<file path="src/rtl/spi_flash_target.sv">
// -----------------------------------------------------------------------------
// spi_flash_target
//
// Device side of a mode-0 SPI serial-flash link. The controller's cs_n/sck/mosi
// pins are synchronized into the system clock domain and oversampled. Two
// commands are understood:
//   0x03 READ     : 24-bit byte address, then data streamed from a 32-bit
//                   backing memory (little-endian bytes, each byte MSB first),
//                   continuing through consecutive words until cs_n rises.
//   0x9F JEDEC-ID : three ID bytes, MSB byte first, then zeros.
// Any other opcode raises a one-cycle bad_cmd pulse and is ignored to cs_n high.
//
// Ports
//   flash_clock_i  system clock, all logic on its rising edge
//   flash_reset_i  asynchronous active-high reset
//   flash_cs_n     chip select from controller (active low, asynchronous)
//   flash_sck      serial clock from controller (idle low)
//   flash_mosi     serial data in, taken on sck rise
//   flash_miso     serial data out, updated on sck fall
//   mem_req        one-cycle read strobe to the backing memory
//   mem_addr       word address, valid while mem_req is high
//   mem_rdata      read data, valid the cycle after mem_req
//   active         registered copy of synchronized ~cs_n
//   bad_cmd        one-cycle pulse when an unsupported opcode completes
// -----------------------------------------------------------------------------
module spi_flash_target #(
   parameter int unsigned ADDR_W      = 22,
   parameter logic [23:0] JEDEC_ID    = 24'hEF4016,
   parameter int unsigned SYNC_STAGES = 2
) (
   input  logic              flash_clock_i,
   input  logic              flash_reset_i,
   input  logic              flash_cs_n,
   input  logic              flash_sck,
   input  logic              flash_mosi,
   output logic              flash_miso,
   output logic              mem_req,
   output logic [ADDR_W-1:0] mem_addr,
   input  logic [31:0]       mem_rdata,
   output logic              active,
   output logic              bad_cmd
);

   typedef enum logic [2:0] {
      ST_IDLE,
      ST_CMD,
      ST_ADDR,
      ST_FETCH,   // mem_req is high this cycle
      ST_LOAD,    // mem_rdata valid this cycle
      ST_DATA,
      ST_ID,
      ST_IGNORE
   } state_e;

   // Synchronizer chains; the last stage is the usable, metastability-free copy.
   logic [SYNC_STAGES-1:0] cs_sync_q,   cs_sync_d;
   logic [SYNC_STAGES-1:0] sck_sync_q,  sck_sync_d;
   logic [SYNC_STAGES-1:0] mosi_sync_q, mosi_sync_d;
   logic                   sck_prev_q,  sck_prev_d;

   state_e              state_q,    state_d;
   logic [4:0]          bit_cnt_q,  bit_cnt_d;   // command/address bit count, or bit within byte
   logic [31:0]         sreg_q,     sreg_d;      // shift-in for opcode/address, shift-out for ID
   logic [31:0]         data_q,     data_d;      // word currently being sent
   logic [31:0]         buf_q,      buf_d;       // prefetched next word
   logic [1:0]          byte_ptr_q, byte_ptr_d;
   logic                rd_pend_q,  rd_pend_d;   // a read was strobed last cycle
   logic                miso_q,     miso_d;
   logic                mem_req_q,  mem_req_d;
   logic [ADDR_W-1:0]   mem_addr_q, mem_addr_d;
   logic                active_q,   active_d;
   logic                bad_cmd_q,  bad_cmd_d;

   logic cs_s, sck_s, mosi_s, sck_rise, sck_fall;

   assign cs_s     = cs_sync_q[SYNC_STAGES-1];
   assign sck_s    = sck_sync_q[SYNC_STAGES-1];
   assign mosi_s   = mosi_sync_q[SYNC_STAGES-1];
   assign sck_rise =  sck_s & ~sck_prev_q;
   assign sck_fall = ~sck_s &  sck_prev_q;

   always_comb begin
      // NOTE: every *_d gets a default before any branch, so no path leaves one
      // unassigned and no latch is inferred.
      cs_sync_d   = {cs_sync_q[SYNC_STAGES-2:0],   flash_cs_n};
      sck_sync_d  = {sck_sync_q[SYNC_STAGES-2:0],  flash_sck};
      mosi_sync_d = {mosi_sync_q[SYNC_STAGES-2:0], flash_mosi};
      sck_prev_d  = sck_s;
      state_d     = state_q;
      bit_cnt_d   = bit_cnt_q;
      sreg_d      = sreg_q;
      data_d      = data_q;
      buf_d       = buf_q;
      byte_ptr_d  = byte_ptr_q;
      rd_pend_d   = mem_req_q;
      miso_d      = miso_q;
      mem_req_d   = 1'b0;
      mem_addr_d  = mem_addr_q;
      active_d    = ~cs_s;
      bad_cmd_d   = 1'b0;

      if (state_q != ST_IDLE && cs_s) begin
         // Deselect wins over everything: partial bits and any in-flight or
         // prefetched word are simply abandoned.
         state_d = ST_IDLE;
         miso_d  = 1'b0;
      end else begin
         unique case (state_q)
            ST_IDLE: begin
               miso_d = 1'b0;
               // sck is not looked at here, so an edge coincident with the
               // select is never counted.
               if (!cs_s) begin
                  state_d   = ST_CMD;
                  bit_cnt_d = 5'd0;
               end
            end

            ST_CMD: begin
               if (sck_rise) begin
                  sreg_d    = {sreg_q[30:0], mosi_s};
                  bit_cnt_d = bit_cnt_q + 5'd1;
                  if (bit_cnt_q == 5'd7) begin
                     bit_cnt_d = 5'd0;
                     unique case ({sreg_q[6:0], mosi_s})
                        8'h03: state_d = ST_ADDR;
                        8'h9F: begin
                           state_d = ST_ID;
                           sreg_d  = {JEDEC_ID, 8'h00};
                        end
                        default: begin
                           state_d   = ST_IGNORE;
                           bad_cmd_d = 1'b1;
                        end
                     endcase
                  end
               end
            end

            ST_ADDR: begin
               if (sck_rise) begin
                  sreg_d    = {sreg_q[30:0], mosi_s};
                  bit_cnt_d = bit_cnt_q + 5'd1;
                  if (bit_cnt_q == 5'd23) begin
                     // Full byte address is {sreg_q[22:0], mosi_s}; its word
                     // part starts at bit 2, i.e. sreg_q bit 1.
                     state_d    = ST_FETCH;
                     mem_req_d  = 1'b1;
                     mem_addr_d = sreg_q[ADDR_W:1];
                     byte_ptr_d = {sreg_q[0], mosi_s};
                  end
               end
            end

            ST_FETCH: state_d = ST_LOAD;

            ST_LOAD: begin
               data_d    = mem_rdata;
               bit_cnt_d = 5'd0;
               state_d   = ST_DATA;
            end

            ST_DATA: begin
               if (rd_pend_q) begin
                  buf_d = mem_rdata;
               end
               if (sck_fall) begin
                  miso_d    = data_q[{byte_ptr_q, ~bit_cnt_q[2:0]}];
                  bit_cnt_d = bit_cnt_q + 5'd1;
                  // Prefetch starts as the last byte of the word begins, giving
                  // a full byte time for the read to land in buf_q.
                  if (byte_ptr_q == 2'd3 && bit_cnt_q[2:0] == 3'd0) begin
                     mem_req_d  = 1'b1;
                     mem_addr_d = mem_addr_q + ADDR_W'(1);
                  end
                  if (bit_cnt_q[2:0] == 3'd7) begin
                     bit_cnt_d = 5'd0;
                     if (byte_ptr_q == 2'd3) begin
                        data_d     = buf_q;
                        byte_ptr_d = 2'd0;
                     end else begin
                        byte_ptr_d = byte_ptr_q + 2'd1;
                     end
                  end
               end
            end

            ST_ID: begin
               // Zeros shift in behind the ID, so miso idles low afterwards.
               if (sck_fall) begin
                  miso_d = sreg_q[31];
                  sreg_d = {sreg_q[30:0], 1'b0};
               end
            end

            ST_IGNORE: miso_d = 1'b0;

            default: state_d = ST_IDLE;
         endcase
      end
   end

   always_ff @(posedge flash_clock_i or posedge flash_reset_i) begin
      if (flash_reset_i) begin
         cs_sync_q   <= '1;
         sck_sync_q  <= '0;
         mosi_sync_q <= '0;
         sck_prev_q  <= 1'b0;
         state_q     <= ST_IDLE;
         bit_cnt_q   <= 5'd0;
         sreg_q      <= 32'd0;
         data_q      <= 32'd0;
         buf_q       <= 32'd0;
         byte_ptr_q  <= 2'd0;
         rd_pend_q   <= 1'b0;
         miso_q      <= 1'b0;
         mem_req_q   <= 1'b0;
         mem_addr_q  <= '0;
         active_q    <= 1'b0;
         bad_cmd_q   <= 1'b0;
      end else begin
         // NOTE: non-blocking assignments so every flop samples the values
         // from before this edge, independent of statement order.
         cs_sync_q   <= cs_sync_d;
         sck_sync_q  <= sck_sync_d;
         mosi_sync_q <= mosi_sync_d;
         sck_prev_q  <= sck_prev_d;
         state_q     <= state_d;
         bit_cnt_q   <= bit_cnt_d;
         sreg_q      <= sreg_d;
         data_q      <= data_d;
         buf_q       <= buf_d;
         byte_ptr_q  <= byte_ptr_d;
         rd_pend_q   <= rd_pend_d;
         miso_q      <= miso_d;
         mem_req_q   <= mem_req_d;
         mem_addr_q  <= mem_addr_d;
         active_q    <= active_d;
         bad_cmd_q   <= bad_cmd_d;
      end
   end

   assign flash_miso = miso_q;
   assign mem_req    = mem_req_q;
   assign mem_addr   = mem_addr_q;
   assign active     = active_q;
   assign bad_cmd    = bad_cmd_q;

endmodule

</file>
<file path="config.mk">
export PLATFORM = sky130hd
export DESIGN_NAME = spi_flash_target
export DESIGN_NICKNAME = d
export VERILOG_FILES = /design/src/rtl/spi_flash_target.sv
export SDC_FILE = /design/constraint.sdc
export NUM_CORES = 1
export LEC_CHECK = 0
export CAP_MARGIN = 20
export CORE_ASPECT_RATIO = 1.4
export CORE_MARGIN = 5
export CORE_UTILIZATION = 50
export CTS_CLUSTER_DIAMETER = 80
export DETAILED_ROUTE_END_ITERATION = 16
export GPL_TIMING_DRIVEN = 0
export PLACE_DENSITY = 0.67
export SYNTH_ARGS = -nofsm -noshare
export SYNTH_HDL_FRONTEND = slang
export SYNTH_SLANG_ARGS = --single-unit
</file>
<file path="constraint.sdc">
create_clock -name flash_clock_i -period 5.8 [get_ports flash_clock_i]
set_clock_uncertainty 0.15 [all_clocks]
set_input_delay 1.45 -clock flash_clock_i [delete_from_list [all_inputs] [get_ports flash_clock_i]]
set_output_delay 1.45 -clock flash_clock_i [all_outputs]
set_load 0.03 [all_outputs]
</file>
==> results.toml <==
[outcome]
outcome = "completed"

[worst_setup_path]
cp_top_family = "buffers and inverters"
rr_startpoint = "bit_cnt_q[0]"
startpoint = "mem_addr[2]"
critPathLaunchType = "flop"
crit_fanout = 9
endpoint_kind = "primary output"
cpMaxStageDelayCell = "clkdlybuf4s50_1"
regToRegSetupSlack_ns = 3.13
path_buf_inv = 1
critPathKind = "reg -> out"
cp_slowest_stage_delay_ns = 0.72
path_cells = "clkdlybuf4s50_1"
arrival_ns = 1.61
cp.required_ns = 4.20

[clocking]
worstSkewPairLatency_ns = 0.41
root_buffer = "clkbuf_16"
clock-sinks = 140
clk_pin_slew_ns = 0.06
cts_setup_buffers = 0
cts-buffers-inserted = 17
hold_buffers = 0
clockBufferDepth = 2
cts_tree = "yes"
htree_levels = 4
ctsResizeCount = 0

[logic_synthesis]
ys_ff_latch = 140
synth_mux_area_share_pct = 13.2
yosysUniqueCellTypes = 58
synth_nets = 658
synth_common_cells = "dfrtp_1 (138), nand2_1 (77), o21ai_0 (53)"
synth_simple_gate_area_share_pct = 11.9
synthArstFlopShare_pct = 100
yosysWarnings = 0
synth_top_family_by_area = "compound AO/OA/AOI/OAI gates"
synth_compound_area_share_pct = 17.6
synth-seq-area-share_pct = 52.6
synth_edf_count = 0
synth_fa_ha_area_share_pct = 1.09
synth_xor_area_share_pct = 0
synth_top_area_share_pct = 51.9
synth_area_sq_um = 6660
syn_inst = 616
synth.most_common_cell = "dfrtp_1"
synth_top_area_cell = "dfrtp_1"
synth_area_per_cell_sq_um = 10.8
synth.area.top_cells = "dfrtp_1 (52%), mux2_2 (5.7%), mux2i_1 (5.4%)"
synth_flop_cell = "dfrtp_1"

[timing]
finalHoldViolCount = 0
post-route-period-util_pct = 55.3
worstMarginPinSlew_ns = 0.896
max_freq_mhz = 312
timing.slew.headroom_pct = 39.7
period_needed_ns = 3.21
slew_violations = 0
rsz0062_at_grt = "false"
whs_ns = 0.201
final-setup-viol-count = 0

[finish]
utilization_pct = 61.7
syn_to_final_growth_pct = 22.4
stdcell_area_sq_um = 8150
n_antenna_cell = 0
nets = 740
drive_gt1_share_pct = 13.0

[global_routing]
gr-total-overflow = 0
grt_pass1_wl_um = 26900
first_global_vias = 5350
track_usage_pct = 21.7
antenna_found_initial = 0
grt_max_degree = 101

[routing]
wl_um = 16400
drtIter0Drc = 306
dr_total_vias = 5158
drc = 0
via_per_inst = 5.80
first_pass_iters = 7
routedWlPerCell_um = 18.4
ant_nets = 0

[run]
drv_cap = 0

[worst_hold_path]
hp-class = "reg -> reg"
hold_start = "mosi_sync_q[0]"

[floorplan]
die_w_um = 108
core_sq_um = 13200
pin_count = 63
die_area_sq_um = 15800
std_cell_rows = 50
start_util_pct = 50.4
die_y_um = 147

[placed_design]
place_congestion = 0.871
io_buffer_count = 62
dpl_cell_area_sq_um = 7540
dp_hpwl_um = 11800

[power_and_ir_drop]
leakage_uw = 0.00338
ir_drop_uv = 198
p_per_area_nw_per_um2 = 302
[metal layers]
layer	GRT usage [%]	vias to the layer above	part of all wire [%]
li1	-	2428	-
met1	25.0	2580	40
met2	39.3	129	55
met3	4.11	21	3.5
met4	7.77	0	1.8
met5	0	-	0
[cell usage in the layout, fill, tap and decap left out, types with 3 or more instances in the layout]
cell / Yosys / final
a21oi_1: 36 / 36
nand4_1: 6 / 6
mux2_2: 34 / 34
clkinvlp_4: 0 / 3
clkbuf_1: 27 / 27
nand3_1: 14 / 14
or4_1: 4 / 4
o32ai_1: 3 / 3
o21ai_1: 3 / 3
o22ai_1: 7 / 7
a211oi_1: 3 / 3
mux4_2: 6 / 6
clkdlybuf4s50_1: 0 / 62
dfrtp_1: 138 / 138
nand2_1: 77 / 77
o31ai_1: 3 / 3
a22o_1: 22 / 22
mux2i_1: 36 / 36
buf_6: 3 / 3
bufinv_16: 0 / 4
o22a_1: 16 / 16
inv_1: 11 / 10
nand2b_1: 8 / 8
buf_2: 7 / 7
o211ai_1: 3 / 3
o21ai_0: 53 / 53
or3_1: 4 / 4
nor4b_1: 3 / 3
ha_1: 5 / 5
and3_1: 3 / 3
and2_1: 6 / 6
buf_1: 3 / 3
nor3_1: 6 / 6
a31oi_1: 7 / 7
clkbuf_16: 0 / 17
nor2_1: 22 / 22
[where the power goes]
part	switching (uW)	internal, uW	total, uW
clock network	409	724	1130
registers	55.8	1050	1100
logic	110	116	226
total	575	1890	2460
[per-stage QoR]
stage | cells | setup TNS [ns] | setup WS, ns | power (uW)
after global placement | 860 | -194.48 | -1.42 | 1340
after global routing | 890 | 0 | 2.52 | 2560
after CTS | 890 | 0 | 2.58 | 2480
final | 890 | 0 | 2.59 | 2460
after detailed placement | 861 | 0 | 2.94 | 1340
after floorplan | 616 | 0 | 0.450 | 1260
[logic make-up (layout without fill, tap and decap cells)]
logic type | after synthesis | in the layout
AOI/OAI and AO/OA | 176 | 176
and+or+nand+nor | 165 | 165
DFF | 140 | 140
muxes | 76 | 76
buffers and inverters | 53 | 145
adders and majority gates | 6 | 6
[area by class of cell]
class / instances / area (sq um)
Tap cell: 182 / 228
Clock inverter: 11 / 170
Buffer: 41 / 189
Fill cell: 1107 / 5050
Timing Repair Buffer: 63 / 648
Inverter: 12 / 55.1
Sequential cell: 140 / 3510
Clock buffer: 18 / 439
Multi-Input combinational cell: 423 / 2910
[sequential cells by signal, summed over array words and instances (netlist names), 2 cells and up]
signal and flops:
buf_q 32, data_q 32, sreg_q 32, mem_addr 22
bit_cnt_q 5, state_q 3, byte_ptr_q 2, cs_sync_q 2
mosi_sync_q 2, sck_sync_q 2
[path summary, 6_finish.rpt]
| path | end | cells past startpoint |
|---|---|---|
| min in group asynchronous | buf_q[4] | 2 |
| min | mosi_sync_q[1] | 0 |
| max reg2reg | mem_addr[2] | 10 |
| min reg2reg | mosi_sync_q[1] | 0 |
| max | mem_addr[2] | 1 |
| max in group asynchronous | sreg_q[15] | 3 |
Note: power is estimated with default switching activity, not from simulation.
==> edit 1: new RTL, same settings <==
Compare `bit_cnt_q` against `5'd23` with >= in place of ==.
--- a/src/rtl/spi_flash_target.sv
+++ b/src/rtl/spi_flash_target.sv
@@ -141,7 +141,7 @@
                if (sck_rise) begin
                   sreg_d    = {sreg_q[30:0], mosi_s};
                   bit_cnt_d = bit_cnt_q + 5'd1;
-                  if (bit_cnt_q == 5'd23) begin
+                  if (bit_cnt_q >= 5'd23) begin
                      // Full byte address is {sreg_q[22:0], mosi_s}; its word
                      // part starts at bit 2, i.e. sreg_q bit 1.
                      state_d    = ST_FETCH;
Formal check against the unedited RTL: same outputs for any inputs over 10 cycles, from zero or initial values and one cycle with flash_reset_i high; that may be too few to reach the edited logic, so the function may still have changed.
==> edit 1 against the original RTL <==
Wire length rose by 1.4%; synthesized area rose by 0.28%; register-to-register slack improved by 80 ps; design area barely moved; critical endpoint is now mem_addr[8]; non-clock buffer count did not move; sequential cell count did not move; worst setup slack got worse by 13 ps; synthesized cell count rose by 4.5%; core utilization fell by 0.26 points; total power fell by 4.3%; critical path type unchanged; die area rose by 0.26%.
==> edit 1: results <==
INSERT INTO impl_metrics (metric_group, metric, value, unit) VALUES
('status', 'run_status', 'finished clean', ''),
('power_and_ir_drop', 'max-vdd-ir-drop', '0.188', 'mV'),
('synthesis', 'synth_adder_area_share', '1.09', '%'),
('power_and_ir_drop', 'power.leakage', '3.45', 'nW'),
('cells_and_area', 'fillers', '1114', ''),
('critical_path', 'critPathMaxFanout', '8', ''),
('synthesis', 'netlist_top_cells_count', 'dfrtp_1 (138), nand2_1 (104), nor2_1 (54)', ''),
('route', 'detailedRoute.firstPassIterationCount', '5', ''),
('cells_and_area', 'final_nets', '768', ''),
('route', 'first_iter_violations', '400', ''),
('placed_design', 'placed_instances', '889', ''),
('global_routing', 'globalRouteTotalUtil', '22.0', '%'),
('global_routing', 'grt_start_max_net_pins', '84', ''),
('synthesis', 'syn_area_per_cell', '10.4', 'sq um'),
('cells_and_area', 'layoutNonFillerInstCount', '919', ''),
('cells_and_area', 'layout-drive-gt1-share', '14.2', '%'),
('placed_design', 'detailedPlacementHpwl', '11800', 'um'),
('critical_path', 'timing.rr.start', 'bit_cnt_q[1]', ''),
('synthesis', 'yosys-mux-area-fraction', '8.54', '%'),
('placed_design', 'detailed_place.area', '0.00756', 'sq mm');
## edit 1: changes by cell type after synthesis, sizes merged, moves of 10 or more
| cell | change |
|---|---|
| o21ai | -36 |
| clkbuf | -10 |
| a2bb2oi | +15 |
| buf | +10 |
| nand2 | +27 |
| nor2 | +33 |
| mux2i | -24 |
| a31oi | +31 |
| a21oi | -25 |
| nor3 | +14 |
## edit 1: path summary, 6_finish.rpt
path	end	slack (ps)	depth (start not counted)
worst max register to register	mem_addr[19]	3210	10
min in group asynchronous	flash_miso	1300	2
worst min-delay path	mosi_sync_q[1]	210	0
worst max-delay path	mem_addr[8]	2580	1
worst min register to register	mosi_sync_q[1]	210	0
max in group asynchronous	data_q[30]	3420	3
## edit 1: kinds of logic after synthesis
| kind of cell | Yosys count |
|---|---|
| buf+inv | 53 |
| fa+ha+maj | 6 |
| mux | 49 |
| xor+xnor | 1 |
| flops | 140 |
| compound gates | 162 |
| simple gates | 233 |
## edit 1: power breakdown
part / switching [mW] / internal [mW] / leakage, nW
clock network: 0.408 / 0.674 / 0.283
logic: 0.0980 / 0.101 / 1.45
registers: 0.0456 / 1.03 / 1.72
## edit 1: final cells by class
type                    count  area share [%]
clock buffers              21            5.89
clock inverters             9            1.40
inverters                  12           0.614
flip-flops and latches    140            43.0
plain buffers              41            2.64
well taps                 182            2.79
repair buffers             63            7.95
multi-input cells         451            35.7
## edit 1: routing by layer
metal,GRT usage (%),up-vias,share of wire (%)
met2,36.1,206,51
met5,0,-,0
li1,-,2515,-
met4,12.1,0,3.9
met3,5.23,52,5.1
met1,26.5,2662,40
==> edit 2: new RTL, same settings <==
Made on the original files. The parameter `SYNC_STAGES` goes from 2 to 4.
--- a/src/rtl/spi_flash_target.sv
+++ b/src/rtl/spi_flash_target.sv
@@ -26,7 +26,7 @@
 module spi_flash_target #(
    parameter int unsigned ADDR_W      = 22,
    parameter logic [23:0] JEDEC_ID    = 24'hEF4016,
-   parameter int unsigned SYNC_STAGES = 2
+   parameter int unsigned SYNC_STAGES = 4
 ) (
    input  logic              flash_clock_i,
    input  logic              flash_reset_i,
Formal check against the unedited RTL: not equivalent (Yosys sat finds a counterexample within 4 cycles, from zero or initial values and one cycle with flash_reset_i high).
==> edit 2 against the original RTL <==
Core utilization decreased by 0.56 points; worst setup slack improved by 7.0 ps; synthesized area is 4.0% higher; wire length rose by 7.2%; design area increased by 3.5%; sequential power rose by 4%; sequential cell count is 6 higher; global-route usage rose by 1.3 points; total power increased by 2.8%; critical path type unchanged; largest power group is now sequential cells.
==> edit 2: results <==
INSERT INTO impl_metrics (metric_group, metric, value, unit) VALUES
('cells_and_area', 'final_nets', '757', ''),
('route', 'detailedRoute.firstPassIterationCount', '5', ''),
('placed_design', 'gp_congestion', '0.927', ''),
('power_and_ir_drop', 'max-vdd-ir-drop', '0.298', 'mV'),
('route', 'viasPerCell', '5.94', ''),
('cells_and_area', 'fillers', '1189', ''),
('synthesis', 'sequential_to_total_area_share_from_yosys_stat', '52.8', '%'),
('route', 'first_iter_violations', '279', ''),
('synthesis', 'synth-seq-cells', '146', ''),
('status', 'run_status', 'finished clean', ''),
('global_routing', 'grt_start_max_net_pins', '94', ''),
('power_and_ir_drop', 'power.leakage', '3.92', 'nW'),
('global_routing', 'grt_pass1_wl', '28900', 'um'),
('route', 'postRouteWirelength', '17600', 'um'),
('sta', 'max-slew-margin-rel', '50.9', '%'),
('synthesis', 'synth_area_leaders', 'dfrtp_1 (51%), mux2i_1 (6.6%), mux2_1 (5.0%), nand2_1 (3.6%), o21ai_1 (2.8%)', ''),
('global_routing', 'grt_pass1_vias', '5689', ''),
('placed_design', 'detailedPlacementHpwl', '12700', 'um'),
('synthesis', 'synth_nets', '675', ''),
('synthesis', 'synth_cell_type_count', '60', '');
## edit 2: final timing paths
kind	endpoint	slack, ps	cells past startpoint	start
worst max-delay path	mem_addr[2]	2600	1	mem_addr[2]
worst min-delay path	mosi_sync_q[3]	200	0	mosi_sync_q[2]
worst max register to register	mem_addr[2]	3220	10	bit_cnt_q[0]
worst min register to register	mosi_sync_q[3]	200	0	mosi_sync_q[2]
max in group asynchronous	sreg_q[11]	3350	3	flash_reset_i
min in group asynchronous	sck_sync_q[1]	1310	2	flash_reset_i
## edit 2: kinds of logic (layout without fill, tap and decap cells)
family | Yosys count | count (layout) | synth area share (%)
AND/OR/NAND/NOR | 170 | 170 | 12.6
AO/OA/AOI/OAI | 172 | 172 | 16.7
multiplexers | 82 | 82 | 13.1
XOR/XNOR | 1 | 1 | 0.126
flip-flops | 146 | 146 | 52.8
adder cells (fa/ha/maj) | 5 | 5 | 0.903
buffers and inverters | 57 | 152 | 3.76
## edit 2: worst reg2reg max path, stage by stage, from the launching register on
cell,delay (ps)
dfrtp_1,400
buf_6,150
clkbuf_1,390
inv_1,90
ha_1,210
nand2_1,80
nor3_2,50
nor2_1,200
clkbuf_1,480
nor3_1,110
a2bb2oi_1,150
## edit 2: through the flow
step | cells | setup WS [ps] | area, sq um
floorplan | 633 | 284 | 6930
global placement | 880 | -1580 | 7780
detailed placement | 881 | 2880 | 7810
CTS | 913 | 2580 | 8430
global route | 913 | 2530 | 8430
finish | 913 | 2600 | 8430
## edit 2: final cells by class
cell class | count | area [sq um] | area share [%]
Multi-Input combinational cell | 430 | 3010 | 35.7
Clock inverter | 7 | 93.8 | 1.11
Sequential cell | 146 | 3660 | 43.4
Clock buffer | 25 | 526 | 6.23
Tap cell | 185 | 231 | 2.75
Buffer | 48 | 226 | 2.69
Inverter | 9 | 38.8 | 0.460
Timing Repair Buffer | 63 | 648 | 7.69
## edit 2: layer usage
metal	track usage, %	part of all wire [%]	vias up
li1	-	-	2503
met1	25.7	38	2704
met2	40.8	55	166
met3	5.11	4.1	53
met4	10.7	3.2	0
met5	0	0	-
## edit 2: report_power, final
part	total (mW)	switching [mW]	internal, mW
registers	1.14	0.0556	1.08
clock network	1.13	0.415	0.713
logic	0.265	0.138	0.127
total	2.53	0.608	1.92
